===== config.mk =====
export PLATFORM = sky130hd
export DESIGN_NAME = input_loader_flat
export DESIGN_NICKNAME = d
export VERILOG_FILES = /design/src/rtl/input_loader_pkg.sv /design/src/rtl/input_loader_if.sv /design/src/rtl/input_loader_reg_bank.sv /design/src/rtl/input_loader.sv /design/src/flat_wrapper.sv
export SDC_FILE = /design/constraint.sdc
export NUM_CORES = 1
export LEC_CHECK = 0
export BUFFER_PORTS_ARGS = -buffer_cell sky130_fd_sc_hd__buf_2
export CAP_MARGIN = 15
export CORE_AREA = 3 3 216 218
export CTS_CLUSTER_SIZE = 25
export DETAILED_ROUTE_END_ITERATION = 8
export DIE_AREA = 0 0 219 221
export PLACE_DENSITY = 0.68
export SLEW_MARGIN = 30
export SYNTH_ARGS = -nofsm -noshare
export SYNTH_HDL_FRONTEND = slang
export SYNTH_SLANG_ARGS = --single-unit

===== constraint.sdc =====
create_clock -name clk -period 2.3 [get_ports clk]
set_clock_uncertainty 0.2 [all_clocks]
set_input_delay 0.46 -clock clk [delete_from_list [all_inputs] [get_ports clk]]
set_output_delay 0.46 -clock clk [all_outputs]
set_load 0.02 [all_outputs]

===== src/rtl/input_loader_pkg.sv =====
// Shared widths, read-index layout and FSM encoding for the X/A operand loader.
package input_loader_pkg;
  localparam int unsigned DATA_W = 8;
  localparam int unsigned DEPTH  = 32;
  localparam int unsigned IDX_W  = 5;
  localparam int unsigned CNT_W  = IDX_W + 1;

  typedef enum logic [1:0] {
    ST_IDLE = 2'd0,
    ST_LOAD = 2'd1,
    ST_DONE = 2'd2
  } state_t;

  // Buffer index: column in the upper bits, row in the lower bits
  typedef struct packed {
    logic [1:0] col;
    logic [2:0] row;
  } idx_t;
endpackage


===== src/rtl/input_loader_if.sv =====
// Controller-facing bundle of the loader: load window, X stream, ROM port, operand reads.
interface input_loader_if #(
  parameter int unsigned DATA_W = input_loader_pkg::DATA_W
);
  logic              input_load_en;
  logic [DATA_W-1:0] x_in;
  logic              x_valid;
  logic              rom_en;
  logic [4:0]        rom_addr;
  logic [DATA_W-1:0] rom_data;
  logic              xload_done;
  logic              aload_done;
  logic [4:0]        a_cnt;
  logic [2:0]        rd_row;
  logic [1:0]        rd_col;
  logic [DATA_W-1:0] x_rd;
  logic [DATA_W-1:0] a_rd;

  modport master (
    output input_load_en, x_in, x_valid, rom_data, rd_row, rd_col,
    input  rom_en, rom_addr, xload_done, aload_done, a_cnt, x_rd, a_rd
  );

  modport slave (
    input  input_load_en, x_in, x_valid, rom_data, rd_row, rd_col,
    output rom_en, rom_addr, xload_done, aload_done, a_cnt, x_rd, a_rd
  );
endinterface


===== src/rtl/input_loader_reg_bank.sv =====
// DEPTH x DATA_W register bank: one write port, one registered read port.
module reg_bank #(
  parameter int unsigned DATA_W = 8,
  parameter int unsigned DEPTH  = 32,
  parameter int unsigned AW     = $clog2(DEPTH)
) (
  input  logic              clk,
  input  logic              rst,
  input  logic              we,
  input  logic [AW-1:0]     waddr,
  input  logic [DATA_W-1:0] wdata,
  input  logic [AW-1:0]     raddr,
  output logic [DATA_W-1:0] rdata
);
  logic [DATA_W-1:0] mem [DEPTH];

  // Storage is deliberately not reset; contents survive a reset
  always_ff @(posedge clk) begin
    if (we) mem[waddr] <= wdata;
  end

  always_ff @(posedge clk or negedge rst) begin
    if (!rst) rdata <= '0;
    else      rdata <= mem[raddr];
  end
endmodule


===== src/rtl/input_loader.sv =====
// Loads 32 serial X elements and 32 ROM coefficients into two operand banks,
// and serves registered operand reads to the controller.
module input_loader #(
  parameter int unsigned DATA_W = input_loader_pkg::DATA_W,
  parameter int unsigned DEPTH  = input_loader_pkg::DEPTH
) (
  input logic           clk,
  input logic           rst,
  input_loader_if.slave bus
);
  import input_loader_pkg::state_t;
  import input_loader_pkg::ST_IDLE;
  import input_loader_pkg::ST_LOAD;
  import input_loader_pkg::ST_DONE;
  import input_loader_pkg::IDX_W;
  import input_loader_pkg::CNT_W;
  import input_loader_pkg::idx_t;

  state_t           state;
  logic [CNT_W-1:0] x_cnt;
  logic [CNT_W-1:0] a_req;
  logic             a_pend;
  logic [IDX_W-1:0] a_waddr;
  logic             rom_en;
  logic [IDX_W-1:0] rom_addr;
  logic [IDX_W-1:0] a_cnt;
  logic             xload_done;
  logic             aload_done;
  logic             load_go_c;
  logic             x_we_c;
  logic             a_we_c;
  idx_t             rd_idx_c;

  // Writes only happen inside an uninterrupted load window
  always_comb begin
    load_go_c = (state == ST_LOAD) && bus.input_load_en;
    x_we_c    = load_go_c && bus.x_valid && (x_cnt < CNT_W'(DEPTH));
    a_we_c    = load_go_c && a_pend;
    rd_idx_c  = '{col: bus.rd_col, row: bus.rd_row};
  end

  always_ff @(posedge clk or negedge rst) begin
    if (!rst) begin
      state      <= ST_IDLE;
      x_cnt      <= '0;
      a_req      <= '0;
      a_pend     <= 1'b0;
      a_waddr    <= '0;
      rom_en     <= 1'b0;
      rom_addr   <= '0;
      a_cnt      <= '0;
      xload_done <= 1'b0;
      aload_done <= 1'b0;
    end else begin
      case (state)
        ST_IDLE: begin
          a_pend <= 1'b0;
          rom_en <= 1'b0;
          if (bus.input_load_en) begin
            // First ROM request goes out on the entry edge
            state      <= ST_LOAD;
            x_cnt      <= '0;
            a_req      <= CNT_W'(1);
            rom_en     <= 1'b1;
            rom_addr   <= '0;
            a_cnt      <= '0;
            xload_done <= 1'b0;
            aload_done <= 1'b0;
          end
        end
        ST_LOAD: begin
          if (!bus.input_load_en) begin
            state  <= ST_IDLE;
            rom_en <= 1'b0;
            a_pend <= 1'b0;
          end else begin
            if (x_we_c) begin
              x_cnt <= x_cnt + CNT_W'(1);
              if (x_cnt == CNT_W'(DEPTH - 1)) xload_done <= 1'b1;
            end
            a_pend  <= rom_en;
            a_waddr <= rom_addr;
            if (a_req < CNT_W'(DEPTH)) begin
              rom_en   <= 1'b1;
              rom_addr <= a_req[IDX_W-1:0];
              a_req    <= a_req + CNT_W'(1);
            end else begin
              rom_en <= 1'b0;
            end
            if (a_we_c) begin
              if (a_cnt == IDX_W'(DEPTH - 1)) aload_done <= 1'b1;
              else                            a_cnt <= a_cnt + IDX_W'(1);
            end
            if (xload_done && aload_done) state <= ST_DONE;
          end
        end
        ST_DONE: begin
          rom_en <= 1'b0;
          a_pend <= 1'b0;
          if (!bus.input_load_en) state <= ST_IDLE;
        end
        default: state <= ST_IDLE;
      endcase
    end
  end

  reg_bank #(.DATA_W(DATA_W), .DEPTH(DEPTH), .AW(IDX_W)) u_x_bank (
    .clk   (clk),
    .rst   (rst),
    .we    (x_we_c),
    .waddr (x_cnt[IDX_W-1:0]),
    .wdata (bus.x_in),
    .raddr (IDX_W'(rd_idx_c)),
    .rdata (bus.x_rd)
  );

  reg_bank #(.DATA_W(DATA_W), .DEPTH(DEPTH), .AW(IDX_W)) u_a_bank (
    .clk   (clk),
    .rst   (rst),
    .we    (a_we_c),
    .waddr (a_waddr),
    .wdata (bus.rom_data),
    .raddr (IDX_W'(rd_idx_c)),
    .rdata (bus.a_rd)
  );

  assign bus.rom_en     = rom_en;
  assign bus.rom_addr   = rom_addr;
  assign bus.a_cnt      = a_cnt;
  assign bus.xload_done = xload_done;
  assign bus.aload_done = aload_done;
endmodule


===== src/flat_wrapper.sv =====
// flat-port wrapper written by rule: the top's interface ports become plain ports
module input_loader_flat import input_loader_pkg::state_t; import input_loader_pkg::ST_IDLE; import input_loader_pkg::ST_LOAD; import input_loader_pkg::ST_DONE; import input_loader_pkg::IDX_W; import input_loader_pkg::CNT_W; import input_loader_pkg::idx_t;
#(
  parameter int unsigned DATA_W = input_loader_pkg::DATA_W,
  parameter int unsigned DEPTH  = input_loader_pkg::DEPTH
)
  (clk, rst, bus_input_load_en, bus_x_in, bus_x_valid, bus_rom_data, bus_rd_row, bus_rd_col, bus_rom_en, bus_rom_addr, bus_xload_done, bus_aload_done, bus_a_cnt, bus_x_rd, bus_a_rd);
  input_loader_if #(.DATA_W(DATA_W)) bus_i ();
  input logic clk;
  input logic rst;
  input wire logic [$bits(bus_i.input_load_en)-1:0] bus_input_load_en;
  input wire logic [$bits(bus_i.x_in)-1:0] bus_x_in;
  input wire logic [$bits(bus_i.x_valid)-1:0] bus_x_valid;
  input wire logic [$bits(bus_i.rom_data)-1:0] bus_rom_data;
  input wire logic [$bits(bus_i.rd_row)-1:0] bus_rd_row;
  input wire logic [$bits(bus_i.rd_col)-1:0] bus_rd_col;
  output wire logic [$bits(bus_i.rom_en)-1:0] bus_rom_en;
  output wire logic [$bits(bus_i.rom_addr)-1:0] bus_rom_addr;
  output wire logic [$bits(bus_i.xload_done)-1:0] bus_xload_done;
  output wire logic [$bits(bus_i.aload_done)-1:0] bus_aload_done;
  output wire logic [$bits(bus_i.a_cnt)-1:0] bus_a_cnt;
  output wire logic [$bits(bus_i.x_rd)-1:0] bus_x_rd;
  output wire logic [$bits(bus_i.a_rd)-1:0] bus_a_rd;
  assign bus_i.input_load_en = bus_input_load_en;
  assign bus_i.x_in = bus_x_in;
  assign bus_i.x_valid = bus_x_valid;
  assign bus_i.rom_data = bus_rom_data;
  assign bus_i.rd_row = bus_rd_row;
  assign bus_i.rd_col = bus_rd_col;
  assign bus_rom_en = bus_i.rom_en;
  assign bus_rom_addr = bus_i.rom_addr;
  assign bus_xload_done = bus_i.xload_done;
  assign bus_aload_done = bus_i.aload_done;
  assign bus_a_cnt = bus_i.a_cnt;
  assign bus_x_rd = bus_i.x_rd;
  assign bus_a_rd = bus_i.a_rd;
  input_loader #(.DATA_W(DATA_W), .DEPTH(DEPTH)) u_core (.clk(clk), .rst(rst), .bus(bus_i));
endmodule

==> results of run 1 <==
==> Yosys cell counts (2+ instances only) <==
library cell  instances  share of area, %
or3_1                 4              0.11
xnor2_1               3              0.12
a21oi_1              37              0.83
a22o_1               38               1.5
nand4_1              20              0.56
a31oi_1              18              0.51
nand2_2               2             0.056
nand3b_1              6              0.20
nand2b_1              2             0.056
inv_1                 7              0.12
a22oi_1              64               2.2
nand3_1              36              0.81
clkbuf_1             17              0.29
buf_2                25              0.56
o21ai_0              10              0.22
edfxtp_1            512                69
mux2_2                8              0.40
buf_4                18              0.61
and2_1                2             0.056
nand2_1              50              0.84
or3b_2                3              0.12
nor3_1               16              0.36
mux2i_1             257                12
buf_6                11              0.56
dfrtp_1              49               5.5
nor2_1               84               1.4
ha_1                 12              0.67
xor2_1                5              0.20
buf_1                 3             0.051
nor2b_1               3             0.084
==> logic make-up after synthesis <==
logic type,Yosys count,share of synthesized area (%)
simple gates,235,4.97
compound gates,172,5.40
flops,561,74.5
fa+ha+maj,12,0.674
xor+xnor,8,0.314
buf+inv,81,2.18
mux,265,12.0
==> area by class of cell <==
type,instances,area (um^2)
inverters,7,26.3
clock inverters,26,319
fillers,3421,18900
flip-flops and latches,561,16600
well taps,600,751
repair buffers,203,1720
clock buffers,74,1520
multi-input cells,692,5240
==> worst max path at each step <==
stage / cells past startpoint / from / endpoint / slack, ns
CTS: 7 / u_core.state[1]$_DFFE_PN0P_ / u_core.u_a_bank.mem[20][3]$_DFFE_PP_ / 0.0007
finish: 7 / u_core.bus.a_cnt[1]$_DFFE_PN0P_ / u_core.bus.a_cnt[3]$_DFFE_PN0P_ / 0.11
global placement: 7 / u_core.state[1]$_DFFE_PN0P_ / u_core.u_a_bank.mem[24][7]$_DFFE_PP_ / 0.003
floorplan: 6 / u_core.state[1]$_DFFE_PN0P_ / u_core.u_x_bank.mem[28][0]$_DFFE_PP_ / 0.003
detailed placement: 7 / u_core.state[1]$_DFFE_PN0P_ / u_core.u_a_bank.mem[20][1]$_DFFE_PP_ / 0.02
global route: 8 / u_core.state[1]$_DFFE_PN0P_ / u_core.u_x_bank.mem[13][2]$_DFFE_PP_ / 0.006
==> repair_timing <==
| item | in CTS | in global routing |
|---|---|---|
| endpoints found under the hold margin | 49 | 0 |
| resized for setup | 0 | 4 |
| hold buffers | 1 | 0 |
| endpoints found under the setup margin | 0 | 290 |
==> power by group <==
| part | internal [mW] | switching (mW) |
|---|---|---|
| logic | 0.775 | 1.20 |
| clock network | 5.41 | 3.71 |
| registers | 11.4 | 0.256 |
==> stage by stage <==
step | hold WS [ns] | setup slack, ns | util (%) | area, um^2 | total power, mW
3_5_place_dp | 0.279 | 0.0210 | 53.9 | 24300 | 13.8
3_3_place_gp | 0.275 | 0.00264 | 53.9 | 24300 | 13.7
2_1_floorplan | -0.0356 | 0.00267 | - | 22300 | 12.9
6_report | 0.142 | 0.111 | 58.0 | 26200 | 22.7
4_1_cts | 0.104 | 0.000669 | 58.0 | 26100 | 22.9
5_1_grt | 0.128 | 0.00614 | 58.0 | 26200 | 23.5
==> per-layer routing <==
| metal | part of all wire (%) | vias to the layer above | GRT usage (%) |
|---|---|---|---|
| li1 | - | 5565 | - |
| met1 | 43 | 6219 | 29.5 |
| met2 | 48 | 413 | 33.6 |
| met3 | 5.5 | 91 | 3.47 |
| met4 | 2.9 | 0 | 6.15 |
| met5 | 0 | - | 0 |
==> layout by cell type (no fill, tap or decap), types with 16 or more instances in the layout <==
master / Yosys / final
a31oi_1: 18 / 18
a21oi_1: 37 / 37
buf_2: 25 / 52
buf_4: 18 / 124
edfxtp_1: 512 / 512
nor2_1: 84 / 84
a22o_1: 38 / 38
a22oi_1: 64 / 64
nor3_1: 16 / 16
buf_12: 0 / 25
nand3_1: 36 / 35
dfrtp_1: 49 / 49
clkbuf_16: 0 / 57
nand2_1: 50 / 50
mux2i_1: 257 / 257
nand4_1: 20 / 20
==> state kept, by name, indices dropped and copies added (netlist names) <==
register and cells:
u_core.a_waddr 5, u_core.u_a_bank.mem 256, u_core.u_x_bank.rdata 8, u_core.bus.rom_addr 5
u_core.a_pend 1, u_core.bus.aload_done 1, u_core.bus.xload_done 1, u_core.x_cnt 6
u_core.u_x_bank.mem 256, u_core.a_req 6, u_core.u_a_bank.rdata 8, u_core.bus.rom_en 1
u_core.state 2, u_core.bus.a_cnt 5
==> metrics.yaml, run 1 <==
min_period_ns: 2.19
gp_congestion: 0.826
hold_path_depth: 1
clk_pin_slew_ns: 0.06
area_growth_pct: 17.5
final_hold_viol_count: 0
finalSetupViolations: 0
clock_sinks: 561
cts.path.max_buffers: 3
hold_end: "u_core.u_x_bank.mem[6][3]$_DFFE_PP_"
worstHoldStart: "bus_x_in[3]"
wl_per_cell_um: 23.3
grt_pass1_wl_mm: 76.2
syn_nets: 1371
async_flop_share_pct: 8.73
antenna_left: 0
drt_first_pass_iters: 5
fp.dieW_um: 219
nNetsFinal: 1558
dieHeight_um: 221
hold_path.class: "in -> reg"
r2r_end: "u_core.bus.a_cnt[3]$_DFFE_PN0P_"
numCtsBuffers: 56
drt_iter0_drc: 1203
drive_above_1_share_pct: 19.7
avgSynthCellArea_um2: 16.7
via_per_inst: 5.68
startpoint_type: "register"
portBuffers: 53
yosysSeqAreaShare_pct: 74.5
reg2reg_from: "u_core.bus.a_cnt[1]$_DFFE_PN0P_"
crit_required_ns: 2.61
grt_max_degree: 50
worstMarginPinSlew_ns: 0.725
maxSlewHeadroom_pct: 51.6
reg2reg_depth: 7
maxSlewViolCount: 0
final_cells: 2163
synth-edff-count: 512
drc_errors: 0
synthesis.area_um2: 22300
cp_data_arrival_time_ns: 2.50
cp_max_fo: 7
crit_type: "reg -> reg"
grt_use_total_pct: 20.8
grt_antenna_before_repair: 1
dr_total_vias: 12300
grt-ovfl-total: 0
cp-end-kind: "register"
clock_latency_ns: 0.60
leakage_nw: 9.63
outcome: "completed"
crit_path_top_delay_cell: "dfrtp_1"
diodes: 0
fmax_mhz: 457
routed_wl_mm: 50.4
drv_cap: 0
fin_crit_sh_pct: 95.2
rsz0062_at_grt: "no"
clockRootBuffer: "clkbuf_16"
core_um2: 45100
post_cts_buffers: 0
dieArea_um2: 48400
grt_pass1_vias: 12300
dp.cells: 2062
io_pins: 54
synth-seq-cells: 561
cts_tree: "built"
r2r_slack_ns: 0.11
num_rows: 78
yosys.cell_types.count: 42
h-tree-depth: 2
crit_top_cell: "ha_1"
p_per_area_nw_per_um2: 869
crit_path_max_incr_delay_ns: 0.42
ys.flop_type: "edfxtp_1"
netlist_instances: 1334
critPathBufInv: 0
dp_hpwl_mm: 32.3
cp_top_family: "simple AND/OR/NAND/NOR gates"
tns_ns: 0
yosysWarnings: 0
ir_drop_mv: 0.539
start_util_pct: 49.4
crit_chain: "ha_1, and3_1, ha_1, and3b_1, o21ai_2, or3_1, a21oi_1"
(Power assumes the default switching activity.)
==> inputs of run 2 (changes only) <==
Settings changed: CTS_BUF_LIST from default to sky130_fd_sc_hd__clkbuf_16.
==> metrics.yaml, run 2 (synthesis results as in run 1) <==
outcome: "completed"
seq_area_um2: 16600  # unchanged
layout_commonest_cell: "edfxtp_1"
worstMarginPinSlew_ns: 0.738  # +0.0131 ns
dp.cells: 2062  # unchanged
num_rows: 78  # unchanged
cp-end-kind: "register"
startpoint_type: "register"
grt_max_degree: 50  # unchanged
leakage_nw: 9.67  # +0.43%
clk_pin_slew_ns: 0.06  # about the same
fin_crit_sh_pct: 94.6  # -0.53 points
final_cells: 2164  # +0.046%
crit_chain: "ha_1, and3_1, ha_1, and3b_1, o21ai_2, or3_1, a21oi_1"
clockRootBuffer: "clkbuf_16"
fillCellCount: 3426  # +0.15%
fmax_mhz: 459  # +0.56%
hold_end: "u_core.bus.rom_en$_DFFE_PN0P_"
drv_cap: 0  # unchanged
finalSetupViolations: 0  # unchanged
dieArea_um2: 48400  # unchanged
final_hold_viol_count: 0  # unchanged
dp_hpwl_mm: 32.3  # unchanged
grt_pass1_vias: 12300  # +0.34%
dr_total_vias: 12300  # -0.20%
ir_drop_mv: 0.543  # +0.68%
min_period_ns: 2.18  # -0.0123 ns
cp_top_family: "simple AND/OR/NAND/NOR gates"
crit_required_ns: 2.61  # about the same
routed_wl_mm: 50.4  # +0.11%
crit_type: "reg -> reg"
cts_tree: "built"
crit_path_top_delay_cell: "dfrtp_1"
cp_max_fo: 7  # unchanged
dieHeight_um: 221  # unchanged
setup_ws_ns: 0.123  # +0.0123 ns
grt_antenna_before_repair: 1  # unchanged
holdWs_ns: 0.139  # -0.00314 ns
io_pins: 54  # unchanged
maxSlewHeadroom_pct: 50.8  # -0.87 points
r2r_slack_ns: 0.12  # about the same
gp_congestion: 0.826  # unchanged
numCtsBuffers: 56  # unchanged
cts.path.max_buffers: 3  # unchanged
reg2reg_from: "u_core.bus.a_cnt[0]$_DFFE_PN0P_"
hold_path_depth: 4  # +3
tns_ns: 0  # unchanged
final_cell_mix: "512 x edfxtp_1, 257 x mux2i_1, 124 x buf_4"
reg2reg_depth: 7  # unchanged
rsz0062_at_grt: "no"
portBuffers: 53  # unchanged
core_um2: 45100  # unchanged
worstHoldStart: "bus_input_load_en"
h-tree-depth: 2  # unchanged
pre_cts_ws_ns: 0.0210  # unchanged
drt_iter0_drc: 1121  # -6.8%
grt_pass1_wl_mm: 76.3  # +0.18%
postLayoutCellArea_um2: 26100  # -0.11%
multi_input_area_um2: 5240  # unchanged
antenna_left: 0  # unchanged
critPathBufInv: 0  # unchanged
clock_sinks: 561  # unchanged
top_regs: "u_core.u_a_bank.mem: 256 flops, u_core.u_x_bank.mem: 256 flops"
via_per_inst: 5.67  # -0.25%
fp.dieW_um: 219  # unchanged
final_util_pct: 58.0  # -0.061 points
finalPower_mw: 22.6  # -0.73%
p_per_area_nw_per_um2: 863  # -0.62%
drive_above_1_share_pct: 19.5  # -0.19 points
post_cts_buffers: 0  # unchanged
drt_first_pass_iters: 5  # unchanged
grt-ovfl-total: 0  # unchanged
crit_path_max_incr_delay_ns: 0.41  # about the same
hold_path.class: "in -> reg"
wl_per_cell_um: 23.3  # about the same
drc_errors: 0  # unchanged
maxSlewViolCount: 0  # unchanged
clock_latency_ns: 0.60  # about the same
crit_top_cell: "ha_1"
area_growth_pct: 17.3
postPlaceCellArea_um2: 24300  # unchanged
start_util_pct: 49.4  # unchanged
nNetsFinal: 1558  # unchanged
cp_data_arrival_time_ns: 2.49  # about the same
r2r_end: "u_core.bus.a_cnt[3]$_DFFE_PN0P_"
grt_use_total_pct: 20.9  # +0.035 points
## run 2: timing repair
item | CTS | global route
setup endpoints to repair | 0 | 290
gates resized for setup | 0 | 4
hold buffers | 1 | 0
hold endpoints to repair | 49 | 0
## run 2: routing by layer
metal	vias to the layer above	part of all wire (%)	GRT usage [%]
li1	5565	-	-
met5	-	0	0
met1	6181	43	29.3
met3	98	5.8	3.72
met4	0	3.1	6.73
met2	419	48	33.4
## run 2: layout make-up
type,count,share of cell area (%)
Sequential cell,561,63.5
Multi-Input combinational cell,692,20.0
Timing Repair Buffer,203,6.57
Clock buffer,57,5.46
Tap cell,600,2.87
Clock inverter,43,1.46
Inverter,7,0.101
Antenna cell,1,0.00957
## run 2: power by group
| part | leakage, nW | internal [mW] | switching, mW |
|---|---|---|---|
| registers | 5.23 | 11.4 | 0.254 |
| clock network | 0.933 | 5.25 | 3.71 |
| logic | 3.51 | 0.775 | 1.21 |
## run 2: worst max path at each step
stage                                     from                                   end  slack [ns]  cells after the start
6_report       u_core.bus.a_cnt[0]$_DFFE_PN0P_       u_core.bus.a_cnt[3]$_DFFE_PN0P_        0.12                      7
5_1_grt            u_core.state[1]$_DFFE_PN0P_  u_core.u_x_bank.mem[13][0]$_DFFE_PP_       0.006                      8
4_1_cts            u_core.state[1]$_DFFE_PN0P_  u_core.u_a_bank.mem[20][3]$_DFFE_PP_      0.0008                      7
3_5_place_dp       u_core.state[1]$_DFFE_PN0P_  u_core.u_a_bank.mem[20][1]$_DFFE_PP_        0.02                      7
3_3_place_gp       u_core.state[1]$_DFFE_PN0P_  u_core.u_a_bank.mem[24][7]$_DFFE_PP_       0.003                      7
2_1_floorplan      u_core.state[1]$_DFFE_PN0P_  u_core.u_x_bank.mem[28][0]$_DFFE_PP_       0.003                      6
## run 2: worst register-to-register path, delay by kind of cell (launching register included)
family                     cells  cell delay (ns)
and+or+nand+nor                3             0.79
adders and majority gates      2             0.43
DFF                            1             0.41
AOI/OAI and AO/OA              2             0.27
==> inputs of run 3 (changes only) <==
Settings changed: CORE_AREA 3 3 216 218 to 3 3 202 204, DIE_AREA 0 0 219 221 to 0 0 205 207, PLACE_DENSITY 0.68 to 0.75, SYNTH_HIERARCHICAL from default to 1.
==> metrics.yaml, run 3 <==
outcome: "completed"
grt-ovfl-total: 0  # unchanged
dr_total_vias: 10700  # -13%
gp_congestion: 0.790  # -4.5%
area_growth_pct: 18.4
min_period_ns: 2.25  # +0.0734 ns
final_hold_viol_count: 0  # unchanged
cts_tree: "built"
yosysSeqAreaShare_pct: 76.1  # +1.6 points
cts.path.max_buffers: 3  # unchanged
dieHeight_um: 207  # -6.3%
yosysTopAreaCell: "edfxtp_1"
num_rows: 73  # -6.4%
clock_sinks: 561  # unchanged
netlist_instances: 982  # -26%
synth-seq-cells: 561  # unchanged
layout_commonest_cell: "edfxtp_1"
endpoint: "u_core/u_x_bank/mem[16][0]$_DFFE_PP_"
drv_cap: 0  # unchanged
avgSynthCellArea_um2: 22.2  # +33%
synth_most_common_cell: "edfxtp_1"
drt_iter0_drc: 1030  # -8.1%
finalSetupViolations: 0  # unchanged
wl_per_cell_um: 27.8  # +19%
diodes: 0  # -1
critPathLaunch: "u_core/state[1]$_DFFE_PN0P_"
hold_path.class: "in -> reg"
final_cell_mix: "512 x edfxtp_1, 160 x mux4_2, 96 x buf_4"
grt_use_total_pct: 23.4  # +2.5 points
grt_max_degree: 35  # -30%
yosys.cell_types.count: 39  # -7.1%
fmax_mhz: 444  # -3.3%
synthesis.area_um2: 21800  # -2.0%
worstMarginPinSlew_ns: 0.617  # -0.121 ns
dp.cells: 1634  # -21%
fp.dieW_um: 205  # -6.4%
postPlaceCellArea_um2: 23800  # -1.9%
yosys-top-cells-area: "edfxtp_1 70%, mux4_2 17%, dfrtp_1 5.6%, mux2_2 1.3%, nor2_1 1.3%"
cp_data_arrival_time_ns: 2.31  # -0.18 ns
final_util_pct: 65.5  # +7.5 points
routed_wl_mm: 48.3  # -4.2%
grt_pass1_wl_mm: 72.6  # -4.8%
top_regs: "u_core/u_a_bank/mem: 256 flops, u_core/u_x_bank/mem: 256 flops"
clock_latency_ns: 0.58  # -0.02 ns
final_cells: 1740  # -20%
holdWs_ns: 0.0860  # -0.0526 ns
leakage_nw: 8.67  # -10%
io_pins: 54  # unchanged
yosysWarnings: 6  # +6
grt_antenna_before_repair: 1  # unchanged
portBuffers: 53  # unchanged
finalPower_mw: 23.0  # +2.0%
clockRootBuffer: "clkbuf_16"
setup_ws_ns: 0.0497  # -0.0734 ns
startpoint_type: "register"
synth-edff-count: 512  # unchanged
numCtsBuffers: 54  # -3.6%
reg2reg_depth: 6  # -1
via_per_inst: 6.14  # +8.3%
maxSlewViolCount: 0  # unchanged
crit_required_ns: 2.36  # -0.25 ns
ys.flop_type: "edfxtp_1"
cp_max_fo: 8  # +1
drc_errors: 0  # unchanged
core_um2: 39500  # -12%
r2r_end: "u_core/u_x_bank/mem[16][0]$_DFFE_PP_"
grt_pass1_vias: 11000  # -10%
tns_ns: 0  # unchanged
async_flop_share_pct: 8.73  # unchanged
nNetsFinal: 1204  # -23%
ir_drop_mv: 0.823  # +52%
synthTopCellsByCount: "512 x edfxtp_1, 160 x mux4_2, 75 x nor2_1, 49 x dfrtp_1, 25 x mux2_2"
drt_first_pass_iters: 5  # unchanged
drive_above_1_share_pct: 38.5  # +19 points
pre_cts_ws_ns: -0.388  # -0.409 ns
yosysTopAreaCellShare_pct: 70.5  # +1.4 points
syn_nets: 1016  # -26%
cp-end-kind: "register"
h-tree-depth: 2  # unchanged
dieArea_um2: 42400  # -12%
dp_hpwl_mm: 28.9  # -11%
rsz0062_at_grt: "yes"
clk_pin_slew_ns: 0.06  # about the same
p_per_area_nw_per_um2: 891  # +3.2%
reg2reg_from: "u_core/state[1]$_DFFE_PN0P_"
antenna_left: 0  # unchanged
maxSlewHeadroom_pct: 58.8  # +8.1 points
crit_type: "reg -> reg"
start_util_pct: 55.3  # +5.9 points
r2r_slack_ns: 0.05  # -0.07 ns
postLayoutCellArea_um2: 25800  # -1.2%
fin_crit_sh_pct: 97.8  # +3.2 points
[run 3: cell types whose count changed after synthesis, moves of 9 or more]
cell / before / now
a21oi_1: 37 / 5
a22o_1: 38 / 10
a22oi_1: 64 / 0
a31oi_1: 18 / 1
buf_2: 25 / 4
mux2_2: 8 / 25
mux2i_1: 257 / 2
mux4_2: 0 / 160
nand2_1: 50 / 16
nand3_1: 36 / 8
nand4_1: 20 / 6
nor2_1: 84 / 75
nor3_1: 16 / 2
[run 3: layer usage]
metal	vias to the layer above	wire length, um	GRT usage (%)
met1	5649	19200	33.0
met3	96	3340	4.59
met4	2	1470	7.31
li1	4469	-	-
met2	466	24300	37.7
met5	-	11	0
[run 3: report_power, final]
part           internal (mW)  switching (mW)  leakage, nW
Sequential              11.4           0.268         5.23
Combinational          0.889            1.11         2.49
Clock                   5.68            3.69        0.958
Total                   17.9            5.07         8.67
[run 3: worst min-delay path by stage]
stage / startpoint / to / slack (ns) / cells after the start
3_5_place_dp: rst / u_core/state[0]$_DFFE_PN0P_ / 0.24 / 1
6_report: bus_x_valid / u_core/x_cnt[5]$_DFFE_PN0P_ / 0.09 / 3
5_1_grt: bus_x_valid / u_core/x_cnt[5]$_DFFE_PN0P_ / 0.10 / 3
4_1_cts: bus_x_valid / u_core/x_cnt[5]$_DFFE_PN0P_ / 0.06 / 3
3_3_place_gp: rst / u_core/state[0]$_DFFE_PN0P_ / 0.24 / 1
2_1_floorplan: rst / u_core/a_pend$_DFFE_PN0P_ / -0.04 / 0
[run 3: repair_timing]
item                                    CTS  global route
resized for setup                         0             1
endpoints found under the hold margin    19             0
hold buffers                              1             0
endpoints found under the setup margin    0            80
setup buffers                             0             4
[run 3: kinds of logic after synthesis]
logic type | Yosys count | share of synthesized area, %
flops | 561 | 76.1
buf+inv | 52 | 1.28
simple gates | 140 | 3.07
compound gates | 28 | 0.969
mux | 187 | 17.9
fa+ha+maj | 9 | 0.516
xor+xnor | 5 | 0.201
[run 3: worst max-delay path: stages (launching register included)]
cell	delay, ns
dfrtp_1	0.38
inv_2	0.08
ha_4	0.16
nand4_1	0.16
inv_2	0.10
or3b_4	0.53
nor2_4	0.32
[run 3: area by class of cell]
cell class | instances | area, um^2
Multi-Input combinational cell | 369 | 5090
Fill cell | 2518 | 13600
Clock inverter | 46 | 523
Inverter | 6 | 22.5
Tap cell | 525 | 657
Clock buffer | 55 | 1380
Sequential cell | 561 | 16600
Timing Repair Buffer | 178 | 1570
